<file path="src/rtl/sram_ctrl.sv">
`default_nettype none
// ============================================================================
// Module   : sram_ctrl
// Purpose  : External asynchronous SRAM controller. Arbitrates between
//            CHANNELS request/acknowledge ports and drives the SRAM pins with
//            WAIT_STATES extra access cycles and one recovery cycle. The
//            tristate buffer for the data pins lives in the top level.
// Revision : 1.0 - initial release
// ----------------------------------------------------------------------------
// Parameters:
//   ADDR_W      SRAM address width
//   DATA_W      SRAM data width
//   CHANNELS    number of requester ports (1..8), channel 0 is the CPU
//   WAIT_STATES extra ACCESS cycles beyond the first (0..15)
// Ports:
//   iClk, iResetN            clock, asynchronous active-low reset
//   iReq/iWe                 per-channel request level and direction (1=write)
//   iAddr/iData              packed per-channel address and write data
//   oAck                     one-cycle completion pulse, one-hot or zero
//   oData                    read data, valid with oAck, held until next read
//   oSramA/oSramDOut         SRAM address and write data
//   oSramDOe                 1 = FPGA drives the SRAM data bus
//   iSramD                   SRAM data bus input
//   oSramCe1N/oSramCe2       chip enables (Ce2 tied high)
//   oSramOeN/oSramWeN        output enable / write enable, active low
// Build option:
//   SRAM_CTRL_RR_ARB_EN      defined   -> round-robin arbitration
//                            undefined -> fixed priority, lowest index wins
// ============================================================================
module sram_ctrl #(
    parameter int ADDR_W      = 20,
    parameter int DATA_W      = 8,
    parameter int CHANNELS    = 2,
    parameter int WAIT_STATES = 0
) (
    input  logic                         iClk,
    input  logic                         iResetN,
    input  logic [CHANNELS-1:0]          iReq,
    input  logic [CHANNELS-1:0]          iWe,
    input  logic [CHANNELS*ADDR_W-1:0]   iAddr,
    input  logic [CHANNELS*DATA_W-1:0]   iData,
    output logic [CHANNELS-1:0]          oAck,
    output logic [DATA_W-1:0]            oData,
    output logic [ADDR_W-1:0]            oSramA,
    output logic [DATA_W-1:0]            oSramDOut,
    output logic                         oSramDOe,
    input  logic [DATA_W-1:0]            iSramD,
    output logic                         oSramCe1N,
    output logic                         oSramCe2,
    output logic                         oSramOeN,
    output logic                         oSramWeN
);

    localparam int IDX_W = (CHANNELS > 1) ? $clog2(CHANNELS) : 1;

    localparam logic [3:0]          c_wait_load = 4'(WAIT_STATES);
    localparam logic [CHANNELS-1:0] c_ack_lsb   = CHANNELS'(1);

    typedef enum logic [1:0] {
        S_IDLE    = 2'd0,
        S_ACCESS  = 2'd1,
        S_RECOVER = 2'd2
    } state_t;

    state_t           r_state;
    logic [IDX_W-1:0] r_grant;
    logic             r_we;
    logic [3:0]       r_wait;

    logic             w_any_req;
    logic [IDX_W-1:0] w_gnt;
    logic             w_gnt_we;
    logic [ADDR_W-1:0] w_gnt_addr;
    logic [DATA_W-1:0] w_gnt_data;

    assign w_any_req  = |iReq;
    assign w_gnt_we   = iWe[w_gnt];
    assign w_gnt_addr = iAddr[int'(w_gnt) * ADDR_W +: ADDR_W];
    assign w_gnt_data = iData[int'(w_gnt) * DATA_W +: DATA_W];

    // The second chip enable is not used for power control on this board.
    assign oSramCe2 = 1'b1;

    // ------------------------------------------------------------------------
    // Arbiter
    // ------------------------------------------------------------------------
`ifdef SRAM_CTRL_RR_ARB_EN
    localparam logic [IDX_W-1:0] c_ptr_init = IDX_W'(CHANNELS - 1);

    logic [IDX_W-1:0] r_ptr;
    logic [IDX_W-1:0] w_hi;
    logic [IDX_W-1:0] w_lo;
    logic             w_hi_hit;

    // Round-robin search starting at r_ptr+1 and wrapping. Channels above
    // the pointer form the first search window, the rest (including the
    // pointer itself) the wrapped window. A descending scan lets the lowest
    // requesting index of each window overwrite the earlier candidates.
    always_comb begin
        w_hi     = '0;
        w_lo     = '0;
        w_hi_hit = 1'b0;
        for (int i = CHANNELS - 1; i >= 0; i--) begin
            if (iReq[i]) begin
                if (i > int'(r_ptr)) begin
                    w_hi     = IDX_W'(i);
                    w_hi_hit = 1'b1;
                end else begin
                    w_lo     = IDX_W'(i);
                end
            end
        end
        w_gnt = w_hi_hit ? w_hi : w_lo;
    end

    // Reset value CHANNELS-1 makes channel 0 the first winner.
    always_ff @(posedge iClk or negedge iResetN) begin
        if (!iResetN) begin
            r_ptr <= c_ptr_init;
        end else if ((r_state == S_IDLE) && w_any_req) begin
            r_ptr <= w_gnt;
        end
    end
`else
    // Fixed priority: descending scan so the lowest requesting index wins.
    always_comb begin
        w_gnt = '0;
        for (int i = CHANNELS - 1; i >= 0; i--) begin
            if (iReq[i]) begin
                w_gnt = IDX_W'(i);
            end
        end
    end
`endif

    // ------------------------------------------------------------------------
    // Access sequencer. Every SRAM pin is a register so the strobes are
    // glitch-free; the pin values for a state are loaded on the edge that
    // enters that state.
    // ------------------------------------------------------------------------
    always_ff @(posedge iClk or negedge iResetN) begin
        if (!iResetN) begin
            r_state   <= S_IDLE;
            r_grant   <= '0;
            r_we      <= 1'b0;
            r_wait    <= '0;
            oAck      <= '0;
            oData     <= '0;
            oSramA    <= '0;
            oSramDOut <= '0;
            oSramDOe  <= 1'b0;
            oSramCe1N <= 1'b1;
            oSramOeN  <= 1'b1;
            oSramWeN  <= 1'b1;
        end else begin
            oAck <= '0;
            case (r_state)
                S_IDLE: begin
                    if (w_any_req) begin
                        // Latch the whole request; later changes on the
                        // granted port are ignored until its next grant.
                        r_state   <= S_ACCESS;
                        r_grant   <= w_gnt;
                        r_we      <= w_gnt_we;
                        r_wait    <= c_wait_load;
                        oSramA    <= w_gnt_addr;
                        oSramCe1N <= 1'b0;
                        if (w_gnt_we) begin
                            oSramWeN  <= 1'b0;
                            oSramDOe  <= 1'b1;
                            oSramDOut <= w_gnt_data;
                        end else begin
                            oSramOeN  <= 1'b0;
                            oSramDOe  <= 1'b0;
                        end
                    end
                end

                S_ACCESS: begin
                    if (r_wait == 4'd0) begin
                        // Strobes rise together with the ack; on a write the
                        // data bus stays driven through RECOVER for hold time.
                        r_state  <= S_RECOVER;
                        oSramOeN <= 1'b1;
                        oSramWeN <= 1'b1;
                        oAck     <= c_ack_lsb << r_grant;
                        if (!r_we) begin
                            oData <= iSramD;
                        end
                    end else begin
                        r_wait <= r_wait - 4'd1;
                    end
                end

                S_RECOVER: begin
                    r_state   <= S_IDLE;
                    oSramCe1N <= 1'b1;
                    oSramDOe  <= 1'b0;
                end

                default: begin
                    r_state   <= S_IDLE;
                    oSramCe1N <= 1'b1;
                    oSramOeN  <= 1'b1;
                    oSramWeN  <= 1'b1;
                    oSramDOe  <= 1'b0;
                end
            endcase
        end
    end

endmodule
`default_nettype wire

</file>
<file path="config.mk">
export PLATFORM = sky130hd
export DESIGN_NAME = sram_ctrl
export DESIGN_NICKNAME = d
export VERILOG_FILES = /design/src/rtl/sram_ctrl.sv
export SDC_FILE = /design/constraint.sdc
export NUM_CORES = 1
export LEC_CHECK = 0
export ABC_AREA = 1
export ABC_CLOCK_PERIOD_IN_PS = 1300
export BUFFER_PORTS_ARGS = -buffer_cell sky130_fd_sc_hd__buf_2
export CAP_MARGIN = 20
export CORE_MARGIN = 3
export CORE_UTILIZATION = 45
export CTS_CLUSTER_SIZE = 24
export DETAILED_ROUTE_END_ITERATION = 16
export GPL_TIMING_DRIVEN = 0
export PLACE_DENSITY = 0.84
export SYNTH_ARGS = -nofsm -noshare
export SYNTH_HDL_FRONTEND = slang
export SYNTH_SLANG_ARGS = --single-unit
</file>
<file path="constraint.sdc">
create_clock -name iClk -period 1.3 [get_ports iClk]
set_input_delay 0.065 -clock iClk [delete_from_list [all_inputs] [get_ports iClk]]
set_output_delay 0.065 -clock iClk [all_outputs]
set_load 0.02 [all_outputs]
</file>
Word level (Yosys, flattened, before mapping)

Cells that the tools add are included.
W data, S select, Z words.

Muxes and demuxes: 24
Reduce and logical (&&, ||, !) cells: 12
Shift operators: 3
Add/subtract/negate cells: 1
Order comparisons: 1
Multipliers: 1
Eq/ne operators: 7
Bitwise gates (word level): 3

Operators by type and width:

| operator              | number |
|---|---|
| $shiftx A40 B7 Y20    | 1 |
| $shiftx A16 B5 Y8     | 1 |
| $mux W1               | 12 |
| $ne A2 B2 Y1 const B  | 5 |
| $reduce_and A3 Y1     | 3 |
| $mux W2               | 4 |
| $mux W4               | 2 |
| $pmux W4 S2           | 1 |
| $reduce_and A4 Y1     | 2 |
| $pmux W1 S3           | 2 |
| $reduce_and A2 Y1     | 3 |
| $logic_not A4 Y1      | 1 |
| $mul A1 B3 Y4 const B | 1 |
| $pmux W1 S2           | 2 |
| $pmux W2 S2           | 1 |
| $sub A4 B1 Y4 const B | 1 |
| $not A1 Y1            | 3 |
| $eq A2 B1 Y1 const B  | 1 |
| $eq A2 B2 Y1 const B  | 1 |
| $logic_not A2 Y1      | 1 |
| $lt A1 B2 Y1 const B  | 1 |
| $reduce_bool A2 Y1    | 1 |
| $reduce_or A2 Y1      | 1 |
| $shl A1 B1 Y2 const A | 1 |

Register bits after elaboration: 50
Output and inout port bits: 43

Logic depth before layout (Yosys ltp)

Gate-level depths: netlist (run 1).

Word-level depth: 7
Mapped depth: 8
Depth with buffers taken out: 7

Worst setup path before layout (run 1)

No wires, ideal clock.

Path kind: flip-flop to flip-flop
Start: register r_wait[0]
End: register oData[0]
Stages on the path, launching flop included: 8
Required time: 1.182 ns
Path slack: 0.123 ns
Arrival: 1.059 ns
Library setup time: 0.118 ns
Path through: dfrtp_1 inv_1 ha_1 nand3_4 clkinv_4 nand2_4 nand2_1 nand2_1

Cells in the longest elaborated chain, start to end: 2

Ends and longest elaborated chain:

| item                        | line | source |
|---|---|---|
| start, declared             | 68   | `logic [3:0] r_wait;` |
| start signal, assigned      | 165  | `r_wait <= c_wait_load;` |
| start signal, assigned      | 191  | `r_wait <= r_wait - 4'd1;` |
| $logic_not A4 Y1            | 180  | `if (r_wait == 4'd0) begin` |
| $reduce_and A3 Y1 (no line) | --   |  |
| end signal, assigned        | 188  | `oData <= iSramD;` |
| end, declared               | 43   | `output logic [DATA_W-1:0] oData,` |

Every way passes these cells.
A chain may end at the register's enable or synchronous reset.

Worst setup path in the final report (run 1)

Start: register r_state[1]
End: register oSramDOut[3]

Cells in the longest elaborated chain, start to end: 2

Ends and longest elaborated chain:

| item                        | line | source |
|---|---|---|
| start, declared             | 65   | `state_t r_state;` |
| start signal, assigned      | 143  | `r_state <= S_IDLE;` |
| start signal, assigned      | 162  | `r_state <= S_ACCESS;` |
| start signal, assigned      | 183  | `r_state <= S_RECOVER;` |
| $logic_not A2 Y1            | 157  | `case (r_state)` |
| $reduce_and A3 Y1 (no line) | --   |  |
| end signal, assigned        | 171  | `oSramDOut <= w_gnt_data;` |
| end, declared               | 45   | `output logic [DATA_W-1:0] oSramDOut,` |

Every way passes these cells.

==> results.ini, run 1 <==
[pwr]
switchingPower_uw=3390
p_int_uw=4250
cellPowerDensity_mw_per_mm2=2340
p_comb_share_pct=48.5
leakagePower_uw=0.00188
pwr-share-seq_pct=36.7
sw_frac_of_total_pct=44.3
pwr-share-clk_pct=14.8
ir_drop_v=0.00117

[logic_synthesis]
synth_adder_area_share_pct=0.530
yosysWarnings=0
syn_area_per_cell_um2=7.89
synthSimpleGateAreaFrac_pct=27.3
muxShareOfSynthArea_pct=0
syn_area_mm2=0.00236
ys_ff_latch=50
synth_nets=370
synthCells=299
synth_top_family_by_area=simple AND/OR/NAND/NOR gates
ys_types=24
synth_xor_area_share_pct=0.371
synth-compound-area-share_pct=9.97
seq_area_frac_synth_pct=53.2

[worst_setup_path]
worstPathRequired_ps=1500
crit_type=register to register
cp.arrival_ps=1430
cp-end-kind=register
cp_max_fo=10
start_kind=register

[floorplanning]
die_area_mm2=0.00615
die_height_um=78.4
io_pins=113
start_util_pct=48.4
core_mm2=0.00488
rows=25
die_w_um=78.4

[hold_path]
hold_path_class=primary input to register

[route]
routed_wl_um=6070
routedLengthMet1_um=2500
wl_met2_um=3060
highest_layer=met4
viasPerCell=4.74
drc=0
ant_nets=0
drtIter0Drc=140
firstDrtPassIters=4
drt-wirelength-per-cell_um=12.2
vias=2349
wl_met3_um=447

[finish]
layout_common_cells=buf_2, nand2_1, dfrtp_1, inv_1
n_fill_cell=434
seq_area_mm2=0.00126
syn2layout_area_growth_pct=38.4
multi_input_area_um2=931
fin_cells=496
final_common_cell=buf_2
fin_nets=499
antenna_cells=0
drive_above_1_share_pct=35.7

[sta]
maxSlewViolCount=0
skew_ps=8.00
period_needed_ps=1230
hold_slack_ps=45.2
max_freq_mhz=815
setup_viol=0
finalCritPeriodShare_pct=94.4
setup-tns-final_ps=0
hold_viol=0

[clock_tree]
htree_levels=2
cts_root_buf=clkbuf_8
clk_latency_ps=310
clock_tree.buffer_depth=2
cts_sinks=50
clk_pin_slew_ps=100
cts_made_buffers=5
cts_tree=yes

[run_status]
status=finished, final reports clean

[placement]
place_inst=477
post-dp-hpwl_um=4450
io_buffers=111
gp_congestion=0.774

[flow_run]
maxCapViolCount=0

[global_routing]
grtUsageTotal_pct=20.6
overflow=0
grt_start_max_net_pins=51
grt_pass1_wl_um=10100
antenna_found_initial=0
grt_pass1_vias=2224

-- final cells by class --
type                            count  share of cell area [%]
Inverter                           34                    4.06
Clock inverter                      3                    1.49
Clock buffer                        5                    2.11
Multi-Input combinational cell    203                    28.5
Tap cell                           67                    2.57
Timing Repair Buffer              122                    20.6
Sequential cell                    50                    38.5
Buffer                             12                    2.18
-- power by group through the flow --
stage	combinational (µW)	sequential [µW]	clock [µW]
finish	3700	2800	1130
global route	4120	2890	1230
CTS	3620	2760	1150
detailed placement	3600	2760	0
global placement	3480	2760	0
floorplan	1610	3550	0
-- final timing paths --
check | from | endpoint | slack, ps | depth (start not counted)
setup / recovery | r_state[1] | oSramDOut[3] | 70 | 7
hold / removal | iAddr[35] | oSramA[15] | 50 | 3
setup reg to reg | r_state[1] | oSramDOut[3] | 70 | 7
hold reg to reg | oSramOeN | oSramOeN | 470 | 2
max in group asynchronous | iResetN | oSramOeN | 540 | 3
min in group asynchronous | iResetN | oSramDOe | 200 | 2
-- repair_timing --
item,CTS,global route
hold endpoints to repair,23,0
gates cloned,0,0
gates resized for setup,2,9
setup endpoints to repair,15,24
pin swaps,0,2
hold buffers,9,0
setup buffers,0,1
-- registers in the layout (all words and copies together) (netlist names) --
signal and count:
oAck 2, oData 8, oSramA 20, oSramCe1N 1, oSramDOe 1, oSramDOut 8
oSramOeN 1, oSramWeN 1, r_grant 1, r_state 2, r_wait 4, r_we 1
-- layer usage --
metal / track usage [%] / vias to the layer above
li1: - / 1187
met4: 5.94 / 0
met5: 0 / -
met3: 7.34 / 8
met1: 24.9 / 1085
met2: 34.8 / 69
-- cells in the mapped netlist, drive strengths merged --
cell type    n  share of area [%]
a21oi        1               0.21
buf         10                2.6
clkbuf       2               0.32
clkinv       2               0.53
conb         1               0.16
dfrtp       47                 50
dfstp        3                3.3
ha           1               0.53
inv         32                5.1
nand2      121                 20
nand3       21                5.0
nand4        1               0.27
nor2        10                1.9
o21ai       46                9.8
xor2         1               0.37
-- critical path: stages, from the launching register on --
cell,delay [ps]
dfrtp_2,470
nor2_4,140
nand2_2,110
inv_2,80
nand2_2,50
buf_6,140
nand2_1,50
nand2_1,60
-- through the flow --
stage          instance area [µm²]  util [%]  worst slack [ps]  power (µW)
2_1_floorplan                 2360         -               123        5160
3_5_place_dp                  3000      61.5             -13.2        6360
4_1_cts                       3210      65.8              4.31        7540
6_report                      3270      66.9              72.8        7640
3_3_place_gp                  3000      61.5              19.9        6240
5_1_grt                       3270      66.9             -4.25        8240
-- cell families (layout without fill, tap and decap cells) --
group,after synthesis,count (layout)
other,1,1
buffers and inverters,46,176
XOR/XNOR,1,1
AO/OA/AOI/OAI,47,47
flip-flops,50,50
adder cells (fa/ha/maj),1,1
AND/OR/NAND/NOR,153,153
No activity file was read; power rests on OpenSTA's default activity.
==> run 2: changes to the inputs <==
--- a/config.mk
+++ b/config.mk
@@ -5,7 +5,6 @@
 export SDC_FILE = /design/constraint.sdc
 export NUM_CORES = 1
 export LEC_CHECK = 0
-export ABC_AREA = 1
 export ABC_CLOCK_PERIOD_IN_PS = 1300
 export BUFFER_PORTS_ARGS = -buffer_cell sky130_fd_sc_hd__buf_2
 export CAP_MARGIN = 20
==> results.ini, run 2 <==
[logic_synthesis]
syn_area_per_cell_um2=13.7  ; +74%
synthSimpleGateAreaFrac_pct=6.27  ; -21 points
ys_ff_latch=50  ; unchanged
synth_top_family_by_area=multiplexers
synth_enable_flop_cells=0  ; unchanged
yosysTopAreaCellShare_pct=49.5  ; -0.32 points
ys_types=29  ; +21%
seq_area_frac_synth_pct=52.8  ; -0.34 points
synth_area_leaders=dfrtp_1, mux2_2, mux2_4, dfstp_2, o21ai_0
yosysWarnings=0  ; unchanged
ys_async_sr_fraction_pct=100  ; unchanged
synth_xor_area_share_pct=0  ; -0.37 points
synth_adder_area_share_pct=0.527  ; -0.0034 points
synth_commonest_cells=mux2_2, dfrtp_1, mux2_4
muxShareOfSynthArea_pct=32.6  ; +33 points
synthFlopType=dfrtp_1
synthCells=173  ; -42%
synth_top_area_cell=dfrtp_1
post-synth-top-count-cell=mux2_2
synth-compound-area-share_pct=4.21  ; -5.8 points
synth_nets=244  ; -34%
syn_area_mm2=0.00237  ; +0.64%

[route]
routed_wl_um=6670  ; +9.8%
firstDrtPassIters=4  ; unchanged
drc=0  ; unchanged
drtIter0Drc=51  ; -64%
viasPerCell=5.08  ; +7.2%
vias=1991  ; -15%
ant_nets=0  ; unchanged
drt-wirelength-per-cell_um=17.0  ; +39%

[sta]
rsz0062_at_grt=true
maxSlewViolCount=0  ; unchanged
max_freq_mhz=521  ; -36%
skew_ps=6.77  ; -1.24 ps
hold_viol=0  ; unchanged
slew_headroom_pct=62.9
period_needed_ps=1920  ; +692 ps
finalCritPeriodShare_pct=148  ; +53 points
layout_setup_ws_ps=-619  ; -692 ps
worst_pin_slew_ps=557
setup_viol=47  ; +47

[hold_path]
hold_path_class=primary input to register

[global_routing]
grt_pass1_wl_um=10500  ; +3.6%
grt_pass1_vias=2146  ; -3.5%
grt_start_max_net_pins=51  ; unchanged
overflow=0  ; unchanged
grtUsageTotal_pct=21.7  ; +1.1 points
antenna_found_initial=0  ; unchanged

[finish]
final_util_pct=76.8  ; +9.9 points
drive_above_1_share_pct=75.7  ; +40 points
largest_reg_flops=20  ; unchanged
fin_nets=395  ; -21%
syn2layout_area_growth_pct=58.9
antenna_cells=0  ; unchanged
reg.largest.list=oSramA x20, oData x8, oSramDOut x8
layout_common_cells=buf_2, dfrtp_1, mux2_4, mux2_2, buf_6
final_common_cell=buf_2
fin_cells=392  ; -21%
regMostFlops=oSramA

[worst_setup_path]
cp.arrival_ps=2110  ; +680 ps
start_kind=register
worstPathRequired_ps=1490  ; about the same
crit_type=register to register
cp-end-kind=register
cp_max_fo=8  ; -2

[run_status]
status=finished with violations
violations=setup timing

[pwr]
cellPowerDensity_mw_per_mm2=2430  ; +4.0%
leakagePower_uw=0.00189  ; +0.30%
pwr-share-clk_pct=10.2  ; -4.6 points
ir_drop_v=0.00138  ; +18%
sw_frac_of_total_pct=37.7  ; -6.6 points
switchingPower_uw=3460  ; +2.1%
p_int_uw=5710  ; +34%
p_comb_share_pct=58.2  ; +9.7 points
pwr-share-seq_pct=31.6  ; -5.1 points

[floorplanning]
die_height_um=78.6  ; +0.29%
io_pins=113  ; unchanged
start_util_pct=48.4  ; about the same
rows=25  ; unchanged
die_w_um=78.6  ; +0.29%
die_area_mm2=0.00619  ; +0.59%
core_mm2=0.00491  ; +0.64%

[clock_tree]
clk_pin_slew_ps=90  ; about the same
cts_root_buf=clkbuf_8
clock_tree.buffer_depth=2  ; unchanged
cts_sinks=50  ; unchanged
cts_tree=yes
cts_made_buffers=5  ; unchanged
clk_latency_ps=290  ; -20 ps
htree_levels=2  ; unchanged

[placement]
place_inst=351  ; -26%
gp_congestion=0.779  ; +0.65%
dp_slack_ps=-712  ; -699 ps
io_buffers=111  ; unchanged
post-dp-hpwl_um=3980  ; -10%

[flow_run]
maxCapViolCount=0  ; unchanged

## run 2: power groups by stage
stage                     registers (µW)  clock network (µW)  logic [µW]
after floorplan                     3590                   0        2100
after global placement              2760                   0        3970
after detailed placement            2810                   0        4050
after CTS                           2800                 953        5060
after global routing                3000                1030        5650
final                               2900                 936        5330
## run 2: routing by layer
metal / vias up / global-route usage [%] / part of all wire [%]
met2: 83 / 39.2 / 52
met1: 980 / 26.2 / 40
met4: 0 / 4.72 / 1.4
met5: - / 0 / 0
met3: 11 / 5.16 / 6.2
li1: 917 / - / -
## run 2: cells by family (layout without fill, tap and decap cells)
family	after synthesis	count (layout)
mux	66	66
buf+inv	15	167
compound gates	15	15
fa+ha+maj	1	1
flops	50	50
other cells	1	1
simple gates	25	25
## run 2: area by class of cell
type | instances | area (µm²)
fill | 328 | 1140
buffer | 8 | 81.3
clock buffer | 6 | 82.6
inverter | 5 | 18.8
tap | 67 | 83.8
timing repair buffer | 146 | 956
clock inverter | 2 | 12.5
multi-input combinational | 108 | 1280
sequential | 50 | 1260
## run 2: path summary, 6_finish.rpt
path	from	to	slack, ps	depth (start not counted)
setup / recovery	r_wait[0]	oData[5]	-620	5
hold / removal	iReq[0]	r_grant	30	2
setup reg to reg	r_wait[0]	oData[5]	-620	5
hold reg to reg	oSramWeN	oSramWeN	480	2
max in group asynchronous	iResetN	oSramWeN	600	3
min in group asynchronous	iResetN	oData[6]	160	2
## run 2: critical path, stage by stage, from the launching register on
cell and delay, ps:
dfrtp_1 420, inv_2 90, ha_4 130, or3b_4 380
or3_4 470, mux2_4 330
## run 2: through the flow
stage,hold WS [ps],power [µW],area [µm²],setup TNS [ps]
after floorplan,-231,5690,2510,-9880
after global placement,296,6740,3150,-14500
after detailed placement,299,6860,3150,-15380
after CTS,2.03,8820,3660,-14070
after global routing,16.2,9670,3770,-18340
final,27.5,9170,3770,-16720
## run 2: timing repair
item,CTS,global route
resized for setup,32,27
hold buffers,8,1
pin swaps,10,5
gates cloned,3,0
endpoints found under the hold margin,8,47
endpoints found under the setup margin,47,49
buffers inserted,19,11
==> run 3: changes to the inputs <==
--- a/config.mk
+++ b/config.mk
@@ -5,7 +5,7 @@
 export SDC_FILE = /design/constraint.sdc
 export NUM_CORES = 1
 export LEC_CHECK = 0
-export ABC_CLOCK_PERIOD_IN_PS = 1300
+export ABC_CLOCK_PERIOD_IN_PS = 2200
 export BUFFER_PORTS_ARGS = -buffer_cell sky130_fd_sc_hd__buf_2
 export CAP_MARGIN = 20
 export CORE_MARGIN = 3
@@ -14,6 +14,7 @@
 export DETAILED_ROUTE_END_ITERATION = 16
 export GPL_TIMING_DRIVEN = 0
 export PLACE_DENSITY = 0.84
+export SLEW_MARGIN = 10
 export SYNTH_ARGS = -nofsm -noshare
 export SYNTH_HDL_FRONTEND = slang
 export SYNTH_SLANG_ARGS = --single-unit
==> constraint.sdc (replaced) <==
create_clock -name iClk -period 2.2 [get_ports iClk]
set_input_delay 0.11 -clock iClk [delete_from_list [all_inputs] [get_ports iClk]]
set_output_delay 0.11 -clock iClk [all_outputs]
set_load 0.02 [all_outputs]
==> results.ini, run 3 (synthesis gave the netlist of run 2 again) <==
[run_status]
status=finished, final reports clean

[finish]
antenna_cells=0  ; unchanged
layout_common_cells=buf_2, mux2_2, dfrtp_1, mux2_4, nor2_1
largest_reg_flops=20  ; unchanged
syn2layout_area_growth_pct=31.6
fin_area_mm2=0.00312  ; -17%
final_common_cell=buf_2
drive_above_1_share_pct=67.7  ; -8.0 points
fin_nets=364  ; -7.8%
reg.largest.list=oSramA x20, oData x8, oSramDOut x8
regMostFlops=oSramA

[sta]
finalCritPeriodShare_pct=93.4  ; -54 points
max_freq_mhz=487  ; -6.6%
hold_slack_ps=44.7  ; +17.2 ps
slew_headroom_pct=53.4  ; -9.5 points
skew_ps=8.85  ; +2.08 ps
setup_viol=0  ; -100%
setup-tns-final_ps=0  ; +16720 ps
rsz0062_at_grt=false
period_needed_ps=2050  ; +136 ps
worst_pin_slew_ps=681  ; +124 ps
maxSlewViolCount=0  ; unchanged
hold_viol=0  ; unchanged

[floorplanning]
start_util_pct=48.4  ; unchanged
io_pins=113  ; unchanged
die_area_mm2=0.00619  ; unchanged
core_mm2=0.00491  ; unchanged
die_height_um=78.6  ; unchanged
rows=25  ; unchanged
die_w_um=78.6  ; unchanged

[route]
drtIter0Drc=53  ; +3.9%
firstDrtPassIters=4  ; unchanged
ant_nets=0  ; unchanged
vias=1757  ; -12%
routed_wl_um=4940  ; -26%
drc=0  ; unchanged
viasPerCell=4.87  ; -4.2%
drt-wirelength-per-cell_um=13.7  ; -20%

[pwr]
p_comb_share_pct=49.9  ; -8.3 points
p_int_uw=2630  ; -54%
leakagePower_uw=0.00156  ; -18%
pwr-share-clk_pct=11.7  ; +1.5 points
cellPowerDensity_mw_per_mm2=1360  ; -44%
ir_drop_v=0.000661  ; -52%
switchingPower_uw=1620  ; -53%
sw_frac_of_total_pct=38.1  ; +0.41 points
pwr-share-seq_pct=38.4  ; +6.8 points

[clock_tree]
cts_made_buffers=5  ; unchanged
cts_sinks=50  ; unchanged
cts_tree=yes
clk_pin_slew_ps=80  ; about the same
cts_root_buf=clkbuf_8
post_cts_resized=0  ; -100%
htree_levels=2  ; unchanged
clock_tree.buffer_depth=2  ; unchanged
clk_latency_ps=290  ; about the same

[worst_setup_path]
cp.arrival_ps=2230  ; +120 ps
crit_type=register to register
worstPathRequired_ps=2380  ; +890 ps
start_kind=register
cp_max_fo=8  ; unchanged
cp-end-kind=register

[placement]
io_buffers=111  ; unchanged
gp_congestion=0.754  ; -3.2%
post-dp-hpwl_um=3710  ; -6.9%
place_area_mm2=0.00301  ; -4.3%

[global_routing]
grt_pass1_wl_um=7980  ; -24%
grt_start_max_net_pins=51  ; unchanged
grtUsageTotal_pct=16.3  ; -5.4 points
grt_pass1_vias=1778  ; -17%
overflow=0  ; unchanged
antenna_found_initial=0  ; unchanged

[flow_run]
maxCapViolCount=0  ; unchanged

[hold_path]
hold_path_class=primary input to register

[run 3: cell count changes in the layout (fill, tap and decap cells not counted), moves of 3 or more]
cell	change
nor2_4	-3
buf_4	-9
buf_2	+3
buf_6	-11
dlygate4sd3_1	-8
nor2_1	+4
mux2_2	+29
buf_12	-4
o21ai_0	+4
mux2_4	-29
clkbuf_1	+4
nor3_1	+3
[run 3: cell type report]
class	count	area, µm²
Buffer	10	62.6
Clock buffer	8	80.1
Fill cell	394	1790
Inverter	5	18.8
Multi-Input combinational cell	108	1040
Sequential cell	50	1250
Tap cell	67	83.8
Timing Repair Buffer	113	586
[run 3: final timing paths]
| path | startpoint | endpoint | slack [ps] | depth (start not counted) |
|---|---|---|---|---|
| setup / recovery | r_wait[0] | oData[7] | 150 | 6 |
| hold / removal | iSramD[4] | oData[4] | 40 | 2 |
| setup reg to reg | r_wait[0] | oData[7] | 150 | 6 |
| hold reg to reg | r_grant | oAck[0] | 490 | 1 |
| max in group asynchronous | iResetN | oSramOeN | 1330 | 3 |
| min in group asynchronous | iResetN | oSramA[7] | 290 | 2 |
[run 3: what timing repair did]
action / in CTS / in global routing
hold buffers: 0 / 1
hold endpoints to repair: 0 / 17
buffers inserted: 0 / 0
[run 3: per-stage QoR]
step	power (µW)	cells	utilization, %	setup slack, ps
2_1_floorplan	3110	173	-	273
3_3_place_gp	3720	351	61.4	158
3_5_place_dp	3780	351	61.4	153
4_1_cts	4290	359	63.0	142
5_1_grt	4530	361	63.6	52.2
6_report	4240	361	63.6	145
[run 3: critical path, stage by stage (launching register included)]
cell and delay [ps]:
dfrtp_1 400, inv_1 80, ha_1 200, or3b_4 420, or3_1 380, buf_6 170, mux2_4 300
[run 3: layer usage]
metal	vias up	routed length (µm)	GRT usage, %
li1	845	-	-
met2	68	2510	29.2
met4	0	72	5.59
met5	-	0	0
met3	8	333	4.70
met1	836	2020	18.5
[run 3: power by group through the flow]
stage	clock, µW	sequential [µW]	combinational (µW)
after global placement	0	1620	2100
after CTS	525	1630	2140
final	497	1630	2120
after floorplan	0	2120	995
after detailed placement	0	1640	2140
after global routing	561	1680	2290
